--- src/rtl/m_axi_lite_uart_ctrl.sv ---
// -----------------------------------------------------------------------------
// m_axi_lite_uart_ctrl
//
// AXI4-Lite master for the UART register-file slave (0x00 RX data, 0x04 TX data,
// 0x08 baud divisor, 0x0C frame config). A local controller issues one command
// at a time on the cmd port; the block performs a single-beat AXI-Lite write or
// read and returns the read data and response on the rsp port. A hung slave is
// detected by a timeout on the response phase (B or R channel).
//
// Ports
//   m_axi_aclk, m_axi_aresetn   clock, synchronous active-low reset
//   i_cmd_valid/o_cmd_ready     command handshake; i_cmd_wr 1=write 0=read
//   i_cmd_addr, i_cmd_wdata     byte address and write data of the command
//   o_rsp_valid/i_rsp_ready     response handshake
//   o_rsp_rdata                 read data (0 for writes and timeouts)
//   o_rsp_resp                  BRESP/RRESP, 2'b10 on timeout
//   o_rsp_timeout               response phase timed out
//   m_axi_aw*/w*/b*/ar*/r*      AXI4-Lite master channels (no PROT/STRB)
// -----------------------------------------------------------------------------
module m_axi_lite_uart_ctrl #(
    parameter int P_M_AXI_DATA_WIDTH = 32,
    parameter int P_M_AXI_ADDR_WIDTH = 16,
    parameter int P_TIMEOUT          = 1024
) (
    input  logic                          m_axi_aclk,
    input  logic                          m_axi_aresetn,
    input  logic                          i_cmd_valid,
    output logic                          o_cmd_ready,
    input  logic                          i_cmd_wr,
    input  logic [P_M_AXI_ADDR_WIDTH-1:0] i_cmd_addr,
    input  logic [P_M_AXI_DATA_WIDTH-1:0] i_cmd_wdata,
    output logic                          o_rsp_valid,
    input  logic                          i_rsp_ready,
    output logic [P_M_AXI_DATA_WIDTH-1:0] o_rsp_rdata,
    output logic [1:0]                    o_rsp_resp,
    output logic                          o_rsp_timeout,
    output logic [P_M_AXI_ADDR_WIDTH-1:0] m_axi_awaddr,
    output logic                          m_axi_awvalid,
    input  logic                          m_axi_awready,
    output logic [P_M_AXI_DATA_WIDTH-1:0] m_axi_wdata,
    output logic                          m_axi_wvalid,
    input  logic                          m_axi_wready,
    input  logic [1:0]                    m_axi_bresp,
    input  logic                          m_axi_bvalid,
    output logic                          m_axi_bready,
    output logic [P_M_AXI_ADDR_WIDTH-1:0] m_axi_araddr,
    output logic                          m_axi_arvalid,
    input  logic                          m_axi_arready,
    input  logic [P_M_AXI_DATA_WIDTH-1:0] m_axi_rdata,
    input  logic [1:0]                    m_axi_rresp,
    input  logic                          m_axi_rvalid,
    output logic                          m_axi_rready
);
    localparam int DW = P_M_AXI_DATA_WIDTH;
    localparam int AW = P_M_AXI_ADDR_WIDTH;
    localparam int CW = $clog2(P_TIMEOUT);
    localparam logic [CW-1:0] CNT_LAST = CW'(P_TIMEOUT - 1);

    typedef enum logic [2:0] {
        ST_IDLE,
        ST_WR_REQ,
        ST_WR_RESP,
        ST_RD_REQ,
        ST_RD_RESP,
        ST_RSP
    } state_t;

    state_t          state_reg, state_next;
    logic [AW-1:0]   addr_reg, addr_next;
    logic [DW-1:0]   wdata_reg, wdata_next;
    logic            awvalid_reg, awvalid_next;
    logic            wvalid_reg, wvalid_next;
    logic            arvalid_reg, arvalid_next;
    logic            bready_reg, bready_next;
    logic            rready_reg, rready_next;
    logic            rsp_valid_reg, rsp_valid_next;
    logic            rsp_timeout_reg, rsp_timeout_next;
    logic [DW-1:0]   rsp_rdata_reg, rsp_rdata_next;
    logic [1:0]      rsp_resp_reg, rsp_resp_next;
    logic [CW-1:0]   cnt_reg, cnt_next;

    logic aw_fire;
    logic w_fire;

    assign aw_fire = awvalid_reg & m_axi_awready;
    assign w_fire  = wvalid_reg & m_axi_wready;

    always_ff @(posedge m_axi_aclk) begin
        if (!m_axi_aresetn) begin
            state_reg       <= ST_IDLE;
            addr_reg        <= '0;
            wdata_reg       <= '0;
            awvalid_reg     <= 1'b0;
            wvalid_reg      <= 1'b0;
            arvalid_reg     <= 1'b0;
            bready_reg      <= 1'b0;
            rready_reg      <= 1'b0;
            rsp_valid_reg   <= 1'b0;
            rsp_timeout_reg <= 1'b0;
            rsp_rdata_reg   <= '0;
            rsp_resp_reg    <= 2'b00;
            cnt_reg         <= '0;
        end else begin
            state_reg       <= state_next;
            addr_reg        <= addr_next;
            wdata_reg       <= wdata_next;
            awvalid_reg     <= awvalid_next;
            wvalid_reg      <= wvalid_next;
            arvalid_reg     <= arvalid_next;
            bready_reg      <= bready_next;
            rready_reg      <= rready_next;
            rsp_valid_reg   <= rsp_valid_next;
            rsp_timeout_reg <= rsp_timeout_next;
            rsp_rdata_reg   <= rsp_rdata_next;
            rsp_resp_reg    <= rsp_resp_next;
            cnt_reg         <= cnt_next;
        end
    end

    always_comb begin
        state_next       = state_reg;
        addr_next        = addr_reg;
        wdata_next       = wdata_reg;
        awvalid_next     = awvalid_reg;
        wvalid_next      = wvalid_reg;
        arvalid_next     = arvalid_reg;
        bready_next      = bready_reg;
        rready_next      = rready_reg;
        rsp_valid_next   = rsp_valid_reg;
        rsp_timeout_next = rsp_timeout_reg;
        rsp_rdata_next   = rsp_rdata_reg;
        rsp_resp_next    = rsp_resp_reg;
        cnt_next         = cnt_reg;

        case (state_reg)
            ST_IDLE: begin
                if (i_cmd_valid) begin
                    addr_next  = i_cmd_addr;
                    wdata_next = i_cmd_wdata;
                    if (i_cmd_wr) begin
                        awvalid_next = 1'b1;
                        wvalid_next  = 1'b1;
                        state_next   = ST_WR_REQ;
                    end else begin
                        arvalid_next = 1'b1;
                        state_next   = ST_RD_REQ;
                    end
                end
            end
            ST_WR_REQ: begin
                // A valid already low in this state means its handshake is done,
                // so AW and W complete independently without extra flags.
                if (aw_fire) awvalid_next = 1'b0;
                if (w_fire)  wvalid_next  = 1'b0;
                if ((!awvalid_reg || aw_fire) && (!wvalid_reg || w_fire)) begin
                    bready_next = 1'b1;
                    cnt_next    = '0;
                    state_next  = ST_WR_RESP;
                end
            end
            ST_WR_RESP: begin
                // A handshake on the terminal-count cycle still wins over timeout.
                if (m_axi_bvalid && bready_reg) begin
                    bready_next      = 1'b0;
                    rsp_resp_next    = m_axi_bresp;
                    rsp_rdata_next   = '0;
                    rsp_timeout_next = 1'b0;
                    rsp_valid_next   = 1'b1;
                    state_next       = ST_RSP;
                end else if (cnt_reg == CNT_LAST) begin
                    bready_next      = 1'b0;
                    rsp_resp_next    = 2'b10;
                    rsp_rdata_next   = '0;
                    rsp_timeout_next = 1'b1;
                    rsp_valid_next   = 1'b1;
                    state_next       = ST_RSP;
                end else begin
                    cnt_next = cnt_reg + CW'(1);
                end
            end
            ST_RD_REQ: begin
                if (arvalid_reg && m_axi_arready) begin
                    arvalid_next = 1'b0;
                    rready_next  = 1'b1;
                    cnt_next     = '0;
                    state_next   = ST_RD_RESP;
                end
            end
            ST_RD_RESP: begin
                if (m_axi_rvalid && rready_reg) begin
                    rready_next      = 1'b0;
                    rsp_resp_next    = m_axi_rresp;
                    rsp_rdata_next   = m_axi_rdata;
                    rsp_timeout_next = 1'b0;
                    rsp_valid_next   = 1'b1;
                    state_next       = ST_RSP;
                end else if (cnt_reg == CNT_LAST) begin
                    rready_next      = 1'b0;
                    rsp_resp_next    = 2'b10;
                    rsp_rdata_next   = '0;
                    rsp_timeout_next = 1'b1;
                    rsp_valid_next   = 1'b1;
                    state_next       = ST_RSP;
                end else begin
                    cnt_next = cnt_reg + CW'(1);
                end
            end
            ST_RSP: begin
                // Data/resp stay as last returned; only valid and the timeout flag clear.
                if (i_rsp_ready) begin
                    rsp_valid_next   = 1'b0;
                    rsp_timeout_next = 1'b0;
                    state_next       = ST_IDLE;
                end
            end
            default: begin
                state_next = ST_IDLE;
            end
        endcase
    end

    assign o_cmd_ready   = (state_reg == ST_IDLE);
    assign o_rsp_valid   = rsp_valid_reg;
    assign o_rsp_rdata   = rsp_rdata_reg;
    assign o_rsp_resp    = rsp_resp_reg;
    assign o_rsp_timeout = rsp_timeout_reg;
    assign m_axi_awaddr  = addr_reg;
    assign m_axi_awvalid = awvalid_reg;
    assign m_axi_wdata   = wdata_reg;
    assign m_axi_wvalid  = wvalid_reg;
    assign m_axi_bready  = bready_reg;
    assign m_axi_araddr  = addr_reg;
    assign m_axi_arvalid = arvalid_reg;
    assign m_axi_rready  = rready_reg;

endmodule

--- config.mk ---
export PLATFORM = sky130hd
export DESIGN_NAME = m_axi_lite_uart_ctrl
export DESIGN_NICKNAME = d
export VERILOG_FILES = /design/src/rtl/m_axi_lite_uart_ctrl.sv
export SDC_FILE = /design/constraint.sdc
export NUM_CORES = 1
export LEC_CHECK = 0
export ABC_AREA = 1
export CORE_UTILIZATION = 61
export CTS_CLUSTER_DIAMETER = 150
export DETAILED_ROUTE_END_ITERATION = 7
export DONT_BUFFER_PORTS = 1
export GPL_ROUTABILITY_DRIVEN = 0
export PLACE_DENSITY = 0.79
export SYNTH_ARGS = -nofsm -noshare
export SYNTH_HDL_FRONTEND = slang
export SYNTH_SLANG_ARGS = --single-unit
--- constraint.sdc ---
create_clock -name m_axi_aclk -period 2.4 [get_ports m_axi_aclk]
set_input_delay 0.48 -clock m_axi_aclk [delete_from_list [all_inputs] [get_ports m_axi_aclk]]
set_output_delay 0.48 -clock m_axi_aclk [all_outputs]
set_load 0.01 [all_outputs]
==> impl_metrics.tcl <==
set metrics [dict create \
    cap_violations 0 \
    drive_above_1_share_pct 7.47 \
    syn_nets 676 \
    root_buffer "clkbuf_8" \
    grtUsageTotal_pct 25.5 \
    drc_errors 13 \
    die_y_um 84.9 \
    tritoncts "yes" \
    io_buffers 0 \
    skew_ns 0.0140 \
    antenna_found_initial 0 \
    multiInputGateArea_um2 1800 \
    cts_buffer_depth 2 \
    grt_overflow 0 \
    power.density_nw_per_um2 1000 \
    nets 652 \
    via_per_inst 5.63 \
    power_leakage_nw 1.63 \
    cts-resized-gates 0 \
    crit_path_end_kind "register" \
    clkSinkCount 102 \
    grt_start_max_net_pins 49 \
    yosysWarnings 0 \
    clk_pin_slew_ns 0.10 \
    cts_setup_buffers 0 \
    path_delay_family "simple AND/OR/NAND/NOR gates" \
    fmax_mhz 513 \
    num_vias 3596 \
    rsz0062_at_grt "no" \
    routedWlPerCell_um 14.7 \
    finalHoldViolCount 0 \
    critPathBufInv 2 \
    violations "design-rule violations" \
    slew_viol_final 0 \
    status "complete, but fails checks" \
    syn_inst 581 \
    area_delta_synth_final_pct 2.48 \
    cp.arrival_ns 2.22 \
    final_antenna_net_count 0 \
    cts_buffers 9 \
    core_area_um2 6490 \
    grt_pass1_wl_mm 14.9 \
    hp-class "input pin to register" \
    dr.pass1.iters 8 \
    setup.worst_path.class "register to register" \
    worst_pin_slew_ns 0.575 \
    worstPathCellList "ha_1, inv_1, nor2_2, nand3_2, nand3_1, nand2_1, buf_4, nand2_1, nand2_1, a21oi_1" \
    rows 29 \
    start_util_pct 64.6 \
    drt-total-wl_mm 9.40 \
    cp_slowest_cell "dfxtp_1" \
    ios 200 \
    slew-limit-headroom_pct 61.6 \
    cpPeakStageDelay_ns 0.44 \
    clock_latency_ns 0.35 \
    setup-tns-final_ns 0 \
    final_common_cell "nand2_1" \
    netlist_area_um2 4190 \
    synth.avg_cell_area_um2 7.22 \
    peakVddDrop_v 0.000483 \
    cts_hold_buf 0 \
    min_period_ns 1.95 \
    final_cell_mix "226 x nand2_1, 102 x dfxtp_1, 100 x a21oi_1, 27 x nor2_1, 22 x inv_1" \
    antenna_cells 0 \
    yosys_register_bits 102 \
    hpwl_mm 6.87 \
    die_area_um2 7210 \
    drt_iter0_drc 318 \
    fillCellCount 569 \
    worstPathRequired_ns 2.67 \
    cp_max_fo 32 \
    period_share_pct 81.2 \
    ff_latch_area_um2 2040 \
    yosysUniqueCellTypes 29 \
    finalSetupViolCount 0 \
    start_kind "register" \
    cpMostUsedCell "nand2_1" \
    die_w_um 84.9 \
    yosysSeqAreaShare_pct 48.7 \
    grt_pass1_vias 3334 \
    h-tree-depth 3 \
    report.power.total_mw 4.31 \
]
## synth_stat cells, drive strengths merged
cell	count	area, µm²
a211oi	1	7.51
a21oi	100	500
a31oi	2	12.5
and3	1	6.26
buf	23	163
clkbuf	19	71.3
clkinv	1	3.75
dfxtp	102	2040
ha	1	12.5
inv	29	109
nand2	231	880
nand3	10	65.1
nand4	3	18.8
nor2	31	136
nor3	3	15.0
o211ai	1	7.51
o21a	1	7.51
o21ai	11	55.1
o21bai	3	22.5
o22ai	4	25.0
or2	1	6.26
xnor2	1	8.76
xor2	2	17.5
## area by class of cell
cell class,instances,area share (%)
well taps,77,2.24
flip-flops and latches,102,47.5
inverters,30,2.62
clock buffers,11,3.06
repair buffers,7,1.51
multi-input cells,407,42.0
clock inverters,5,1.05
## per-layer routing
layer	track usage, %	vias to the layer above	share of wire (%)
met3	6.91	18	9.7
met5	0	-	0
met2	44.2	183	48
met1	30.6	1602	41
li1	-	1793	-
met4	8.94	0	1.6
## power by group
group | switching (mW) | leakage, nW | internal (mW)
Combinational | 0.765 | 0.714 | 0.334
Sequential | 0.333 | 0.830 | 1.92
Clock | 0.568 | 0.0856 | 0.391
Total | 1.67 | 1.63 | 2.65
## final timing paths
path / to / cells after the start / slack, ns / start
worst max-delay path: state_reg[0] / 10 / 0.45 / cnt_reg[0]
worst max register to register: state_reg[0] / 10 / 0.45 / cnt_reg[0]
worst min-delay path: o_rsp_resp[1] / 2 / 0.24 / m_axi_aresetn
worst min register to register: cnt_reg[6] / 2 / 0.51 / cnt_reg[6]
## worst register-to-register path, stage by stage (launching register included)
cell and delay (ns):
dfxtp_1 0.44, ha_1 0.25, inv_1 0.09, nor2_2 0.17, nand3_2 0.21, nand3_1 0.17
nand2_1 0.06, buf_4 0.23, nand2_1 0.09, nand2_1 0.05, a21oi_1 0.13
## kinds of logic (layout without fill, tap and decap cells)
| kind of cell | count (synthesis) | after routing | synth area share (%) |
|---|---|---|---|
| adders and majority gates | 1 | 1 | 0.298 |
| and+or+nand+nor | 280 | 280 | 26.9 |
| DFF | 102 | 102 | 48.7 |
| buffers and inverters | 72 | 53 | 8.27 |
| xor gates and xnor gates | 3 | 3 | 0.627 |
| AOI/OAI and AO/OA | 123 | 123 | 15.2 |
## per-stage QoR
stage	std cells	setup WS [ns]	util [%]	cell area, µm²	hold WS, ns
after floorplan	581	0.795	-	4190	0.470
after global placement	623	0.612	63.4	4120	0.484
after detailed placement	623	0.508	63.4	4120	0.490
after CTS	639	0.476	66.2	4300	0.229
after global routing	639	0.281	66.2	4300	0.230
final	639	0.451	66.2	4300	0.238
(Power assumes the default switching activity.)
==> patch 1, RTL diff (config.mk and constraints unchanged) <==
Register the output `o_rsp_timeout` once more, without a reset; this adds one clock of latency there. The other outputs are not delayed to match.
--- a/src/rtl/m_axi_lite_uart_ctrl.sv
+++ b/src/rtl/m_axi_lite_uart_ctrl.sv
@@ -225,3 +225,5 @@
     assign o_rsp_resp    = rsp_resp_reg;
-    assign o_rsp_timeout = rsp_timeout_reg;
+    always_ff @(posedge m_axi_aclk) begin
+        o_rsp_timeout <= rsp_timeout_reg;
+    end
     assign m_axi_awaddr  = addr_reg;
Check against the original RTL: same outputs for any inputs over 4 cycles, from zero or initial values and one cycle with m_axi_aresetn low; that may be too few to reach the edited logic, so the function may still have changed.
==> patch 1 against the unedited design <==
  * Combinational power grew 10%
  * Global-route usage up 0.37 points
  * Power is 11% higher
  * Synthesized area grew 3.0%
  * Final area increased by 3.5%
  * Cell count is 2.8% higher
  * Via count is 4.1% higher
  * Routed wire length is 5.4% higher
  * Non-clock buffer count increased by 4
  * Setup slack got worse by 0.041 ns
  * Sequential cell count is 1 higher
  * Largest power group unchanged
  * Highest routed layer unchanged
==> patch 1: results (changes against the unedited design) <==
VDD IR max 0.681 mV (was 0.483 mV); vias 3,745 (was 3,596); Total Nets Final 651 (was 652); adder-cell share of the synthesized area 0.290% (was 0.298%); vias in the first global route 3,360 (was 3,334); status completed (was finished with violations); GRT Overall Usage 25.9% (was 25.5%); largest cells by area after synthesis dfxtp_1 (48%), nor2_1 (11%), nand3_1 (8.2%) (was dfxtp_1 (49%), nand2_1 (20%), a21oi_1 (12%)); met1 WL 4110 µm (was 3810 µm); ratio of cells with drive above 1 in the final layout 8.73% (was 7.47%); post-synthesis sequential area ratio 47.8% (was 48.7%); clock root cell clkbuf_8 (unchanged); dpl cells 641 (was 623); Avg WL per Cell 15.1 µm (was 14.7 µm); Mapped Nets 678 (was 676); Pre-Repair DR Iteration Count 5 (was 8); Final WS setup 0.410 ns (was 0.451 ns); Leak 1.74 nW (was 1.63 nW); initial DRC count 256 (was 318); xor and xnor area share after synthesis 1.22% (was 0.627%); largest net degree at the start of global routing 54 (was 49); later-pin clock latency in the skew report 0.37 ns (was 0.35 ns); Hold Vio Cnt, Final 0 (unchanged); GRT met3 Usage 7.31% (was 6.91%); Mean Syn Cell Area 7.41 µm² (was 7.22 µm²); routed length on met2 4820 µm (was 4520 µm); DP HPWL 6860 µm (was 6870 µm); P_sw 1.94 mW (was 1.67 mW); Crit path largest cell delay 0.42 ns (was 0.44 ns); CP max FO 33 (was 32); synth cell count leaders nor2_1 (121), dfxtp_1 (103), nand3_1 (71), nand2_1 (63), o21ai_0 (56) (was nand2_1 (226), dfxtp_1 (102), a21oi_1 (100), nor2_1 (27), inv_1 (22)); crit path DAT 2.29 ns (was 2.22 ns); met1 usage 30.4% (was 30.6%); actual slew at the worst max-slew pin 0.461 ns (was 0.575 ns); Compound-Gate Fraction of Synth Area 13.4% (was 15.2%); first-pass GRT wire length 15,100 µm (was 14,900 µm); Setup WS pre-CTS 0.521 ns (was 0.508 ns)
patch 1: cell count changes after synthesis, moves of 3 or more:
cell	delta
inv_2	-4
nand2_2	+4
buf_2	+5
o21ai_0	+45
clkbuf_1	+3
buf_4	-3
a21oi_1	-48
nor2_1	+94
nand3_1	+64
o21bai_1	-3
nand2_1	-163
patch 1: worst min path at each step:
stage,from,cells past startpoint,slack (ns),to
finish,m_axi_aresetn,2,0.24,m_axi_bready
detailed placement,rsp_timeout_reg,0,0.35,o_rsp_timeout
CTS,m_axi_aresetn,2,0.23,m_axi_bready
global placement,rsp_timeout_reg,0,0.35,o_rsp_timeout
floorplan,rsp_timeout_reg,0,0.33,o_rsp_timeout
global route,i_cmd_wdata[26],2,0.23,m_axi_wdata[26]
patch 1: power groups by stage:
| stage | clock, mW | sequential, mW | combinational [mW] |
|---|---|---|---|
| 6_report | 1.04 | 2.53 | 1.21 |
| 5_1_grt | 1.12 | 2.58 | 1.39 |
| 4_1_cts | 1.06 | 2.53 | 1.21 |
| 3_5_place_dp | 0 | 2.56 | 1.21 |
| 3_3_place_gp | 0 | 2.56 | 1.16 |
| 2_1_floorplan | 0 | 2.44 | 1.17 |
patch 1: final cells by class:
type | count | area (µm²)
Fill cell | 617 | 2380
Sequential cell | 103 | 2060
Multi-Input combinational cell | 405 | 1890
Clock buffer | 10 | 138
Tap cell | 96 | 120
Inverter | 26 | 97.6
Timing Repair Buffer | 11 | 82.6
Clock inverter | 6 | 52.6
patch 1: per-stage QoR:
| step | power, mW | cell area, µm² |
|---|---|---|
| finish | 4.78 | 4450 |
| CTS | 4.80 | 4450 |
| global placement | 3.72 | 4260 |
| detailed placement | 3.77 | 4260 |
| floorplan | 3.61 | 4320 |
| global route | 5.09 | 4450 |
==> patch 2, RTL diff (same settings) <==
Without the edit above. The parameter `P_M_AXI_DATA_WIDTH` goes from 32 to 16.
--- a/src/rtl/m_axi_lite_uart_ctrl.sv
+++ b/src/rtl/m_axi_lite_uart_ctrl.sv
@@ -20,3 +20,3 @@
 module m_axi_lite_uart_ctrl #(
-    parameter int P_M_AXI_DATA_WIDTH = 32,
+    parameter int P_M_AXI_DATA_WIDTH = 16,
     parameter int P_M_AXI_ADDR_WIDTH = 16,
Interface: changed (resized i_cmd_wdata, m_axi_rdata, m_axi_wdata and o_rsp_rdata); port bits go from 200 to 136. The function was not compared with the original's and may differ.
==> patch 2 against the unedited design <==
  * Setup slack improved by 0.13 ns
  * Sequential cell count is 32 lower
  * Final area fell by 21%
  * Routed wire length down 24%
  * Power shrank 12%
  * Count of clock-buffer cells in the layout is 1 lower
  * Synthesized area shrank 22%
  * Critical path type unchanged
  * Largest cell class is now multi-input gates
==> patch 2: results (changes against the unedited design) <==
GRT Overall Usage 25.2% (was 25.5%); adder-cell share of the synthesized area 0.382% (was 0.298%); Min Clock Period, post-route 1.81 ns (was 1.95 ns); largest net degree at the start of global routing 41 (was 49); clock skew 0.00853 ns (was 0.0140 ns); VDD IR max 0.874 mV (was 0.483 mV); CP endpoint cnt_reg[1] (was state_reg[0]); Setup WS pre-CTS 0.604 ns (was 0.508 ns); ratio of cells with drive above 1 in the final layout 10.0% (was 7.47%); initial DRC count 189 (was 318); xor and xnor area share after synthesis 0.267% (was 0.627%); Crit path largest cell delay 0.42 ns (was 0.44 ns); P_seq 1.75 mW (was 2.25 mW); Pre-Repair DR Iteration Count 4 (was 8); first-pass GRT wire length 10,700 µm (was 14,900 µm); crit path DAT 2.04 ns (was 2.22 ns); Clock transition at path regs 0.08 ns (was 0.10 ns); post-synthesis sequential area ratio 42.7% (was 48.7%); Hold Path Sink m_axi_araddr[9] (was o_rsp_resp[1]); Mean Syn Cell Area 6.95 µm² (was 7.22 µm²); R2R setup slack 0.59 ns (was 0.45 ns); Power, Total 3.80 mW (was 4.31 mW); Mapped Nets 535 (was 676); vias in the first global route 2,495 (was 3,334); reg2reg path depth 8 (was 10); CP max FO 10 (was 32); via-per-instance ratio 5.26 (was 5.63); status completed (was finished with violations); dpl cells 513 (was 623); DP HPWL 4960 µm (was 6870 µm); Leak 1.48 nW (was 1.63 nW); synth cell count leaders nand2_1 (114), nor2_1 (88), dfxtp_1 (70), o21ai_0 (40), inv_1 (35) (was nand2_1 (226), dfxtp_1 (102), a21oi_1 (100), nor2_1 (27), inv_1 (22)); fraction of registers with async set/reset 0% (unchanged); largest cells by area after synthesis dfxtp_1 (43%), nand2_1 (13%), nor2_1 (10%) (was dfxtp_1 (49%), nand2_1 (20%), a21oi_1 (12%)); Avg WL per Cell 13.5 µm (was 14.7 µm); Compound-Gate Fraction of Synth Area 12.4% (was 15.2%); Total Nets Final 517 (was 652)
patch 2: cell types whose count changed in the layout (fill, tap and decap cells not counted), sizes merged, moves of 10 or more:
cell	delta
nand2	-106
a21oi	-66
nor2	+65
dfxtp	-32
o21ai	+29
nand3	+15
inv	+10
patch 2: cell type report:
type	instances	area [µm²]
sequential	70	1400
inverter	39	146
tap	70	87.6
clock buffer	10	128
timing repair buffer	3	22.5
clock inverter	6	70.1
multi-input combinational	331	1530
fill	494	1760
patch 2: per-layer routing:
layer / track usage [%] / vias up / part of all wire, %
li1: - / 1438 / -
met1: 30.0 / 1233 / 42
met2: 41.4 / 101 / 49
met3: 8.86 / 10 / 7.8
met4: 11.1 / 0 / 1.5
met5: 0 / - / 0
patch 2: worst reg2reg max path, stage by stage, from the launching register on:
cell and delay [ns]:
dfxtp_1 0.42, ha_1 0.28, nand3_1 0.19, nor3_1 0.21
nand3_2 0.23, nand2_4 0.20, nand2_1 0.07, nand2_1 0.08
nor2_2 0.03
